**src/rtl/program_memory.sv**
```systemverilog
// program_memory
//   Small program/data memory with two write paths: a CPU bus and a program loader.
//   The CPU side latches an address (iaen), then writes through it (iden). odata always
//   shows mem[CPU address].
//   The loader side is a two-state FSM (RUN/LOAD). While it is in LOAD, loader beats
//   fill the memory sequentially from address 0.
//   oload_busy is the FSM state. It is high exactly when the FSM is in LOAD.
//
// Handshake: a loader beat transfers on a rising edge where ild_valid && old_ready.
//   old_ready is driven only from the FSM state, so it never depends on ild_valid.
//   ild_last is meaningful only on a beat that transfers.
//
// Ports
//   iclk, irst_n          clock, asynchronous active-low reset
//   iaen, iden, idata     CPU address latch enable, CPU write enable, CPU bus data
//   odata                 read data = mem[CPU address]
//   iload_req             enter LOAD (ignored while already loading)
//   ild_valid/data/last   loader beat stream
//   old_ready             loader may transfer this cycle
//   oload_busy            high while in LOAD
//   oload_done            one-cycle pulse after the terminating beat
//   oload_count           words written by the current or most recent load
module program_memory #(
  parameter int pDATA_WIDTH   = 8,
  parameter int pADDR_WIDTH   = 4,
  parameter int pREAD_LATENCY = 0
) (
  input  logic                   iclk,
  input  logic                   irst_n,
  input  logic                   iaen,
  input  logic                   iden,
  input  logic [pDATA_WIDTH-1:0] idata,
  output logic [pDATA_WIDTH-1:0] odata,
  input  logic                   iload_req,
  input  logic                   ild_valid,
  input  logic [pDATA_WIDTH-1:0] ild_data,
  input  logic                   ild_last,
  output logic                   old_ready,
  output logic                   oload_busy,
  output logic                   oload_done,
  output logic [pADDR_WIDTH:0]   oload_count
);

  localparam int pMEM_DEPTH = 2 ** pADDR_WIDTH;

  // Elaboration-time parameter guards.
  if (pADDR_WIDTH > pDATA_WIDTH) begin : g_bad_addr_width
    $error("program_memory: pADDR_WIDTH must not exceed pDATA_WIDTH");
  end
  if (pREAD_LATENCY != 0 && pREAD_LATENCY != 1) begin : g_bad_latency
    $error("program_memory: pREAD_LATENCY must be 0 or 1");
  end

  typedef enum logic {
    ST_RUN  = 1'b0,
    ST_LOAD = 1'b1
  } state_t;

  state_t                 state_q;
  state_t                 state_d;
  logic [pDATA_WIDTH-1:0] mem [pMEM_DEPTH];
  logic [pADDR_WIDTH-1:0] cpu_addr;
  logic [pADDR_WIDTH-1:0] ld_ptr;
  logic [pADDR_WIDTH:0]   ld_count;
  logic                   done_q;

  logic start_load;
  logic beat_acc;
  logic beat_term;
  logic cpu_we;
  logic addr_we;

  // CPU-side controls and load start are qualified with RUN.
  // This keeps the CPU side from doing anything during LOAD.
  assign start_load = (state_q == ST_RUN) && iload_req;
  assign cpu_we     = (state_q == ST_RUN) && iden;
  assign addr_we    = (state_q == ST_RUN) && iaen;
  assign beat_acc   = ild_valid && old_ready;

  // A load ends on an explicit last beat, or when the top word is written.
  // The pointer therefore never wraps back over word 0.
  assign beat_term  = beat_acc && (ild_last || (ld_ptr == {pADDR_WIDTH{1'b1}}));

  // FSM state register
  always_ff @(posedge iclk or negedge irst_n) begin
    if (!irst_n) begin
      state_q <= ST_RUN;
    end else begin
      state_q <= state_d;
    end
  end

  // FSM next state and state-derived outputs
  always_comb begin
    state_d    = state_q;
    old_ready  = 1'b0;
    oload_busy = 1'b0;
    case (state_q)
      ST_RUN: begin
        if (iload_req) state_d = ST_LOAD;
      end
      ST_LOAD: begin
        old_ready  = 1'b1;
        oload_busy = 1'b1;
        if (beat_term) state_d = ST_RUN;
      end
      default: state_d = ST_RUN;
    endcase
  end

  // Load pointer and word count. Both clear on the edge that enters LOAD.
  always_ff @(posedge iclk or negedge irst_n) begin
    if (!irst_n) begin
      ld_ptr   <= '0;
      ld_count <= '0;
    end else if (start_load) begin
      ld_ptr   <= '0;
      ld_count <= '0;
    end else if (beat_acc) begin
      ld_count <= ld_count + 1'b1;
      if (ld_ptr != {pADDR_WIDTH{1'b1}}) ld_ptr <= ld_ptr + 1'b1;
    end
  end

  always_ff @(posedge iclk or negedge irst_n) begin
    if (!irst_n) begin
      done_q <= 1'b0;
    end else begin
      done_q <= beat_term;
    end
  end

  // CPU address register. On an edge where iaen and iden are both high, the write
  // uses the address held before that edge.
  always_ff @(posedge iclk or negedge irst_n) begin
    if (!irst_n) begin
      cpu_addr <= '0;
    end else if (addr_we) begin
      cpu_addr <= idata[pADDR_WIDTH-1:0];
    end
  end

  // Memory array.
  // Loader writes happen only in LOAD, and CPU writes only in RUN, so the two
  // write paths never collide.
  always_ff @(posedge iclk or negedge irst_n) begin
    if (!irst_n) begin
      for (int i = 0; i < pMEM_DEPTH; i++) mem[i] <= '0;
    end else if (beat_acc) begin
      mem[ld_ptr] <= ild_data;
    end else if (cpu_we) begin
      mem[cpu_addr] <= idata;
    end
  end

  if (pREAD_LATENCY == 0) begin : g_read_comb
    assign odata = mem[cpu_addr];
  end else begin : g_read_reg
    logic [pDATA_WIDTH-1:0] rd_q;
    always_ff @(posedge iclk or negedge irst_n) begin
      if (!irst_n) begin
        rd_q <= '0;
      end else begin
        rd_q <= mem[cpu_addr];
      end
    end
    assign odata = rd_q;
  end

  assign oload_done  = done_q;
  assign oload_count = ld_count;

endmodule

```
**config.mk**
```make
export PLATFORM = sky130hd
export DESIGN_NAME = program_memory
export DESIGN_NICKNAME = d
export VERILOG_FILES = /design/src/rtl/program_memory.sv
export SDC_FILE = /design/constraint.sdc
export NUM_CORES = 1
export LEC_CHECK = 0
export ABC_AREA = 1
export CAP_MARGIN = 25
export CORE_MARGIN = 8
export CORE_UTILIZATION = 45
export CTS_CLUSTER_DIAMETER = 100
export DETAILED_ROUTE_END_ITERATION = 12
export GPL_ROUTABILITY_DRIVEN = 0
export PLACE_DENSITY_LB_ADDON = 0.2
export RECOVER_POWER = 100
export SLEW_MARGIN = 10
export SYNTH_ARGS = -nofsm -noshare
export SYNTH_HDL_FRONTEND = slang
export SYNTH_SLANG_ARGS = --single-unit
```
**constraint.sdc**
```tcl
create_clock -name iclk -period 2 [get_ports iclk]
set_input_delay 0.4 -clock iclk [delete_from_list [all_inputs] [get_ports iclk]]
set_output_delay 0.4 -clock iclk [all_outputs]
set_load 0.01 [all_outputs]
```
After elaboration in Yosys (flattened, before gate mapping):

Index checks and enable logic that the tools add are counted.

* output and inout port bits: 16
* flip-flop bits (word level): 143
* bits of input ports: 23

* order comparisons: 4
* reductions and logical operators: 12
* $add $sub $neg: 2
* bitwise logic cells: 3
* equal/unequal tests: 2
* multiplexer cells: 20

Operators by type and width (number)
* 128-bit bitwise mux: 2
* 128-bit two-way mux: 2
* 8-bit demux with 4-bit select: 2
* 8-bit binary-select mux with 4-bit select: 1
* 8-bit two-way mux: 4
* 4-bit two-way mux: 3
* 5-bit >= comparator, second input constant: 2
* 5-bit by 1-bit less-than comparator with 1-bit output, second input constant: 2
* 5-bit two-way mux: 2
* 4-bit inverter with 5-bit output: 2
* 1-bit logical AND: 7
* 2-bit nonzero test: 3
* 5-bit by 1-bit adder with 5-bit output, second input constant: 1
* 4-bit by 1-bit adder with 4-bit output, second input constant: 1
* 4-bit == test, second input constant: 1
* 4-bit != test, second input constant: 1
* 1-bit two-way mux: 3
* 1-bit case mux with 2 select lines: 1
* 2-bit AND reduction: 1
* 1-bit logical OR: 1
* 1-bit inverter: 1

Logic depth before layout (Yosys ltp):

Gate-level depths: netlist (run 1).

* depth in word-level cells: 8
* gate-level depth with buffers: 11

Worst setup path after synthesis (run 1):

OpenSTA, ideal clock, no wires.

* path type: register to output
* start point: register cpu_addr[0]
* end point: output port odata[5]
* required time: 1.600 ns
* cell stages (with the launch flop): 12
* setup slack: 0.319 ns
* path buffers: 2
* arrival time: 1.281 ns
* cells stage by stage: dfrtp_1 inv_2 buf_2 buf_2 nand2_1 nand2_1 nand2_1 nand2_1 nand2_1 nand2_1 inv_1 nand2_1

* cells in the longest elaborated chain, start to end: 4

Ends and longest elaborated chain
* start, declared: line 62 `logic [pADDR_WIDTH-1:0] cpu_addr;`
* start signal, assigned: line 139 `cpu_addr <= idata[pADDR_WIDTH-1:0];`
* 4-bit inverter with 5-bit output (implied by the code): line 157 `assign odata = mem[cpu_addr];`
* 8-bit binary-select mux with 4-bit select: line 157
* 8-bit two-way mux (implied by the code) (2 in a row): line 157
* end, declared: line 33 `output logic [pDATA_WIDTH-1:0] odata,`

No other way between the ends. The select of a mux whose other input is x is not followed.

Worst setup path in the final report (run 1):

* start point: register cpu_addr[0]
* end point: output port odata[1]

Same word-level chain as after synthesis.

==> run metrics, run 1 <==
status finished with violations; failing checks negative setup slack; largest net degree at the start of global routing 44; Post-Route WL 33800 µm; Ys Warns 0; DP HPWL 22700 µm; Hold WS 0.475 ns; drt pass-1 iters 5; clk_skew 0.00975 ns; Crit path required time 1.60 ns; Critical Path Max Stage Delay 0.43 ns; fin crit period 2.32 ns; DRT iter0 DRCs 1091; fin crit share 116%; critical path class reg -> out; Reg clk slew, reported paths 0.06 ns; RSZ-0062 raised after global routing yes; die width 157 µm; routed vias/inst 5.53; number of I/O pins 39; worst r2r path cells 8; Startpoint Class register; Critical Path Slowest Stage Cell dfrtp_2; sequential area share after synthesis 40.2%; CTS Sinks 143; Clock Path Buffers 2; Mapped Area 0.00890 mm²; Bufs and invs on worst path 5; max_slew headroom 28.6%; num rows 51; clock latency on the worst-skew pair 0.43 ns; Top cell by count, worst path nand2_1; Leak 6.05 nW; total track usage 28.0%; critical path startpoint cpu_addr[0]; drt drc 0; Starting Density 45.8%; layout cell share with drive strength beyond 1 16.8%; number of I/O port buffers 38; most used flip-flop cell after synthesis dfrtp_1; Avg Synthesized Cell Area 6.35 µm²; register area 0.00358 mm²; Peak Freq 431 MHz; worst hold endpoint mem[1]; Syn Inst Count 1403; Setup violations, final 8; Syn Nets 1431; CP max FO 5; Worst Hold Class reg -> reg; Total Die Area 0.0245 mm²; Hold Vio Cnt, Final 0; cell area power density 1280 mW/mm²; VDD IR max 0.816 mV; # nets final 1536; FF-to-FF setup slack 0.02 ns; Area after DPL 0.0103 mm²; fin util 58.5%; Num CTS Buffers 17; Design Power 14.6 mW; critical-path cell list clkinv_4 -> buf_12 -> buf_16 -> nand2_1 -> nand2_2 -> nand2_1 -> nand2_1 -> nand2_1 -> nand2_1 -> inv_1 -> nand2_1 -> buf_2; final setup margin -0.318 ns; R2R Path Start cpu_addr[1]; initial antenna violation count 0; Critical R2R Capture mem[19]; H-tree depth 4; CP arrival 1.92 ns; Filler Cells Inserted 1836; Top delay family on crit path buffers and inverters; DR WL/cell 19.0 µm; CTS tree done; first-pass GRT wire length 52300 µm; max cap viols 0; Worst Hold Depth 2; number of global-route vias before repair 9162; Area Growth Syn to Fin 27.8%; CP endpoint kind output port; Synth cell types 26; gr ovfl total 0; n_diodes 0; fin. max-slew vios 0; Core Region 0.0195 mm²; die height 157 µm; Via Count 9854; final antenna-violating net count 0; flops & latches, synth 143; root buf cell clkbuf_16; worst min-delay path startpoint mem[1]; Post-synth ARST share 100%; Finished Cell Area 0.0114 mm²; Slew @ Worst Pin 1.07 ns; area of the multi-input gates 0.00502 mm²; Post-synth EDFFs 0
synth_stat cells (6+ instances only):
cell / count / area share, %
nor2_1: 32 / 1.3
nand3_1: 44 / 2.5
nand2_1: 860 / 36
o22ai_1: 32 / 2.2
buf_2: 25 / 1.4
o21ai_0: 103 / 5.8
nor2_2: 14 / 0.98
dfrtp_1: 143 / 40
inv_2: 10 / 0.42
clkbuf_1: 17 / 0.72
a21oi_1: 11 / 0.62
inv_1: 61 / 2.6
nand2_2: 16 / 1.1
buf_4: 6 / 0.51
where the power goes:
group / internal [mW] / switching, mW / leakage, nW
clock network: 2.00 / 1.29 / 0.279
registers: 3.59 / 0.575 / 1.96
logic: 2.61 / 4.48 / 3.81
stage by stage:
step / std cells / setup TNS [ns] / setup slack, ns
after global routing: 1783 / -3.51 / -0.390
after floorplan: 1403 / 0 / 0.319
after detailed placement: 1739 / -2.59 / -0.262
after global placement: 1739 / -2.19 / -0.264
final: 1783 / -2.30 / -0.318
after CTS: 1779 / -2.20 / -0.296
cell type report:
type                       count  area share [%]
inverter                      71            2.39
clock buffer                  19            3.98
clock inverter                10            1.22
sequential                   143            31.5
timing repair buffer         137            13.9
tap                          265            2.91
multi-input combinational   1138            44.1
how the worst max path moves through the flow:
| stage | cells past startpoint | to | slack (ns) |
|---|---|---|---|
| final | 12 | odata[1] | -0.32 |
| after global routing | 12 | odata[0] | -0.39 |
| after CTS | 11 | odata[1] | -0.30 |
| after detailed placement | 11 | odata[1] | -0.26 |
| after global placement | 11 | odata[1] | -0.26 |
| after floorplan | 11 | odata[5] | 0.32 |
routing by layer:
layer | vias up | part of all wire, % | global-route usage [%]
met5 | - | 0 | 0
met4 | 0 | 4.5 | 13.0
met3 | 131 | 10 | 5.65
met2 | 593 | 44 | 42.6
met1 | 4551 | 41 | 37.6
li1 | 4579 | - | -
tightest hold or removal path: cells and delay by family (launching register included):
kind          cells  cell delay [ns]
flops             1             0.35
simple gates      2             0.09
cells in the final DEF, fill, tap and decap left out, drive strengths merged:
| cell type | count |
|---|---|
| dfrtp | 143 |
| o211ai | 3 |
| o21ai | 105 |
| o22ai | 32 |
| nor3 | 1 |
| bufinv | 3 |
| clkinv | 3 |
| a21oi | 19 |
| buf | 99 |
| nand2 | 877 |
| o21a | 1 |
| nand3 | 44 |
| inv | 71 |
| clkdlybuf4s50 | 29 |
| nor2 | 51 |
| clkinvlp | 4 |
| ha | 5 |
| dlygate4sd3 | 1 |
| clkbuf | 27 |
registers in the layout (all words and copies together) (netlist names):
signal and count:
mem 128, oload_count 5, cpu_addr 4, ld_ptr 4, oload_done 1, state_q 1
timing repair:
item / CTS / global route
pin swaps: 6 / 32
gates resized for setup: 72 / 59
hold endpoints to repair: 35 / 0
gates cloned: 5 / 4
hold buffers: 1 / 0
buffers inserted: 5 / 2
endpoints found under the setup margin: 8 / 38
logic make-up after synthesis:
kind of cell / synth area share [%]
AND/OR/NAND/NOR: 43.0
flip-flops: 40.2
AO/OA/AOI/OAI: 10.4
adder cells (fa/ha/maj): 0.703
buffers and inverters: 5.75
Note: power is estimated with default switching activity, not from simulation.
==> inputs of run 2 (changes only) <==
Settings changed: CTS_CLUSTER_SIZE set to 16.
==> results of run 2 <==
Final layout, timing and power as in run 1 (identical DEF).
==> inputs of run 3 (changes only) <==
Clock period 2 ns to 2.89 ns, I/O delays scaled along.
==> run 3 against run 2 <==
Compared with the run above: the run now ends clean; first-iteration DRC count decreased by 8.2%; cell count decreased by 3.2%; die area unchanged; critical path depth unchanged; clock power decreased by 31%; largest power group unchanged.
==> run metrics, run 3 (same netlist as run 1, synthesis figures left out) <==
critical path class reg -> out; Reg clk slew, reported paths 0.06 ns (about the same); register share of total power 31.6% (+3.0 points); Core Region 0.0195 mm² (unchanged); die width 157 µm (unchanged); drt drc 0 (unchanged); Num CTS Buffers 17 (unchanged); Filler Cells Inserted 1960 (+6.8%); layout cell share with drive strength beyond 1 7.80% (-9.0 points); most frequent cells in the layout nand2_1 (862), dfrtp_1 (141), o21ai_0 (103); Hold-fix buffers, CTS 0 (-1); clk_skew 0.00792 ns (-0.00183 ns); CP endpoint kind output port; routed vias/inst 5.49 (-0.74%); number of I/O pins 39 (unchanged); RSZ-0062 raised after global routing no; register area 0.00358 mm² (about the same); die height 157 µm (unchanged); n_diodes 0 (unchanged); total track usage 26.4% (-1.6 points); Area Growth Syn to Fin 16.3%; uppermost routed layer met4; area of the multi-input gates 0.00477 mm² (-4.9%); H-tree depth 4 (unchanged); number of I/O port buffers 38 (unchanged); fin. max-slew vios 0 (unchanged); commonest non-fill, non-tap cell in the layout nand2_1; Slew @ Worst Pin 1.39 ns (+0.315 ns); Hold WS 0.444 ns (-0.0315 ns); Crit path required time 2.31 ns (+0.71 ns); status completed; Layout Cells excl Fill 1726 (-3.2%); DP HPWL 21000 µm (-7.2%); Clock Path Buffers 2 (unchanged); initial antenna violation count 0 (unchanged); max_slew headroom 7.60% (-21 points); fin crit period 2.78 ns; Peak Freq 359 MHz; max cap viols 0 (unchanged); root buf cell clkbuf_16; DR WL/cell 18.8 µm (-1.2%); number of flip-flops in the largest register 128 (unchanged); clock latency on the worst-skew pair 0.43 ns (about the same); Most flops, register mem; met2 wire length 14000 µm (-6.2%); Post-Route WL 32400 µm (-4.3%); Total Die Area 0.0245 mm² (unchanged); num rows 51 (unchanged); Via Count 9468 (-3.9%); cell area power density 875 mW/mm² (-32%); Starting Density 45.8% (unchanged); Pint 4.99 mW (-39%); VDD IR max 0.614 mV (-25%); Worst Hold Class in -> async; Startpoint Class register; DRT iter0 DRCs 1001 (-8.2%); fin crit share 96.3%; Hold Vio Cnt, Final 0 (unchanged); switching part of the total 45.0% (+1.4 points); number of global-route vias before repair 8837 (-3.5%); gr ovfl total 0 (unchanged); Setup violations, final 0 (-8); drt pass-1 iters 8 (+3); combinational share of power 43.2% (-5.5 points); sw power 4.08 mW (-36%); Leak 5.66 nW (-6.5%); # nets final 1476 (-3.9%); CP max FO 10 (+5); Met3 Wirelength 3340 µm (-3.7%); CTS tree done; CP arrival 2.20 ns (+0.28 ns); largest net degree at the start of global routing 69 (+57%); CTS Sinks 143 (unchanged); Clk pwr share 25.2% (+2.5 points); final antenna-violating net count 0 (unchanged); WL met1 13400 µm (-4.1%); Placed Cells 1685 (-3.1%); first-pass GRT wire length 49200 µm (-5.9%)
[run 3: cell count changes in the layout (fill, tap and decap cells not counted), moves of 9 or more]
cell             delta
buf_12             -24
buf_2               -9
buf_4              -32
clkdlybuf4s50_1    -10
dlygate4sd3_1       +9
nand2_1            +68
nand2_2            -61
[run 3: path summary, 6_finish.rpt]
path / start / end / slack [ns] / cells after the start
worst max-delay path: cpu_addr[0] / odata[6] / 0.11 / 12
worst min-delay path: irst_n / mem[60] / 0.44 / 1
worst max register to register: state_q / mem[77] / 0.52 / 7
worst min register to register: mem[14] / mem[14] / 0.47 / 2
max in group asynchronous: irst_n / mem[123] / 0.58 / 2
min in group iclk: mem[14] / mem[14] / 0.47 / 2
[run 3: cell type report]
cell class / instances / share of cell area, %
Clock buffer: 18 / 4.14
Clock inverter: 14 / 1.62
Inverter: 71 / 2.62
Multi-Input combinational cell: 1138 / 46.1
Sequential cell: 143 / 34.6
Tap cell: 265 / 3.20
Timing Repair Buffer: 77 / 7.73
[run 3: timing repair]
item / 4_1_cts / 5_1_grt
buffers inserted: 0 / 3
endpoints found under the setup margin: 4 / 7
resized for setup: 2 / 17
pin swaps: 0 / 0
cloned: 0 / 6
[run 3: per-layer routing]
metal	vias to the layer above	global-route usage, %
met4	0	11.8
met3	130	6.37
li1	4469	-
met5	-	0
met2	542	40.0
met1	4327	35.1
[run 3: power by group through the flow]
stage / Combinational (mW) / Sequential, mW / Clock (mW)
3_3_place_gp: 3.55 / 2.86 / 0
6_report: 3.91 / 2.86 / 2.28
4_1_cts: 3.58 / 2.84 / 2.29
3_5_place_dp: 3.57 / 2.86 / 0
2_1_floorplan: 2.37 / 2.76 / 0
5_1_grt: 4.23 / 2.92 / 2.38
[run 3: stage by stage]
step                      setup slack (ns)  util [%]  total power [mW]  instance area, µm²  TNS, ns
after detailed placement             0.400      49.6              6.43                9660        0
after global routing                0.0396      53.2              9.54               10400        0
after CTS                          -0.0371      52.7              8.71               10300  -0.0733
after floorplan                       1.03         -              5.13                8900        0
final                                0.107      53.2              9.06               10400        0
after global placement               0.400      49.6              6.41                9660        0
[run 3: critical path, cell delays in order (launching register included)]
cell           delay (ns)
dfrtp_2              0.52
clkinv_4             0.14
buf_4                0.16
buf_6                0.14
nand2_1              0.06
nand2_1              0.04
nand2_1              0.05
nand2_1              0.06
nand2_1              0.09
nand2_1              0.06
inv_1                0.05
nand2_1              0.09
dlygate4sd2_1        0.30
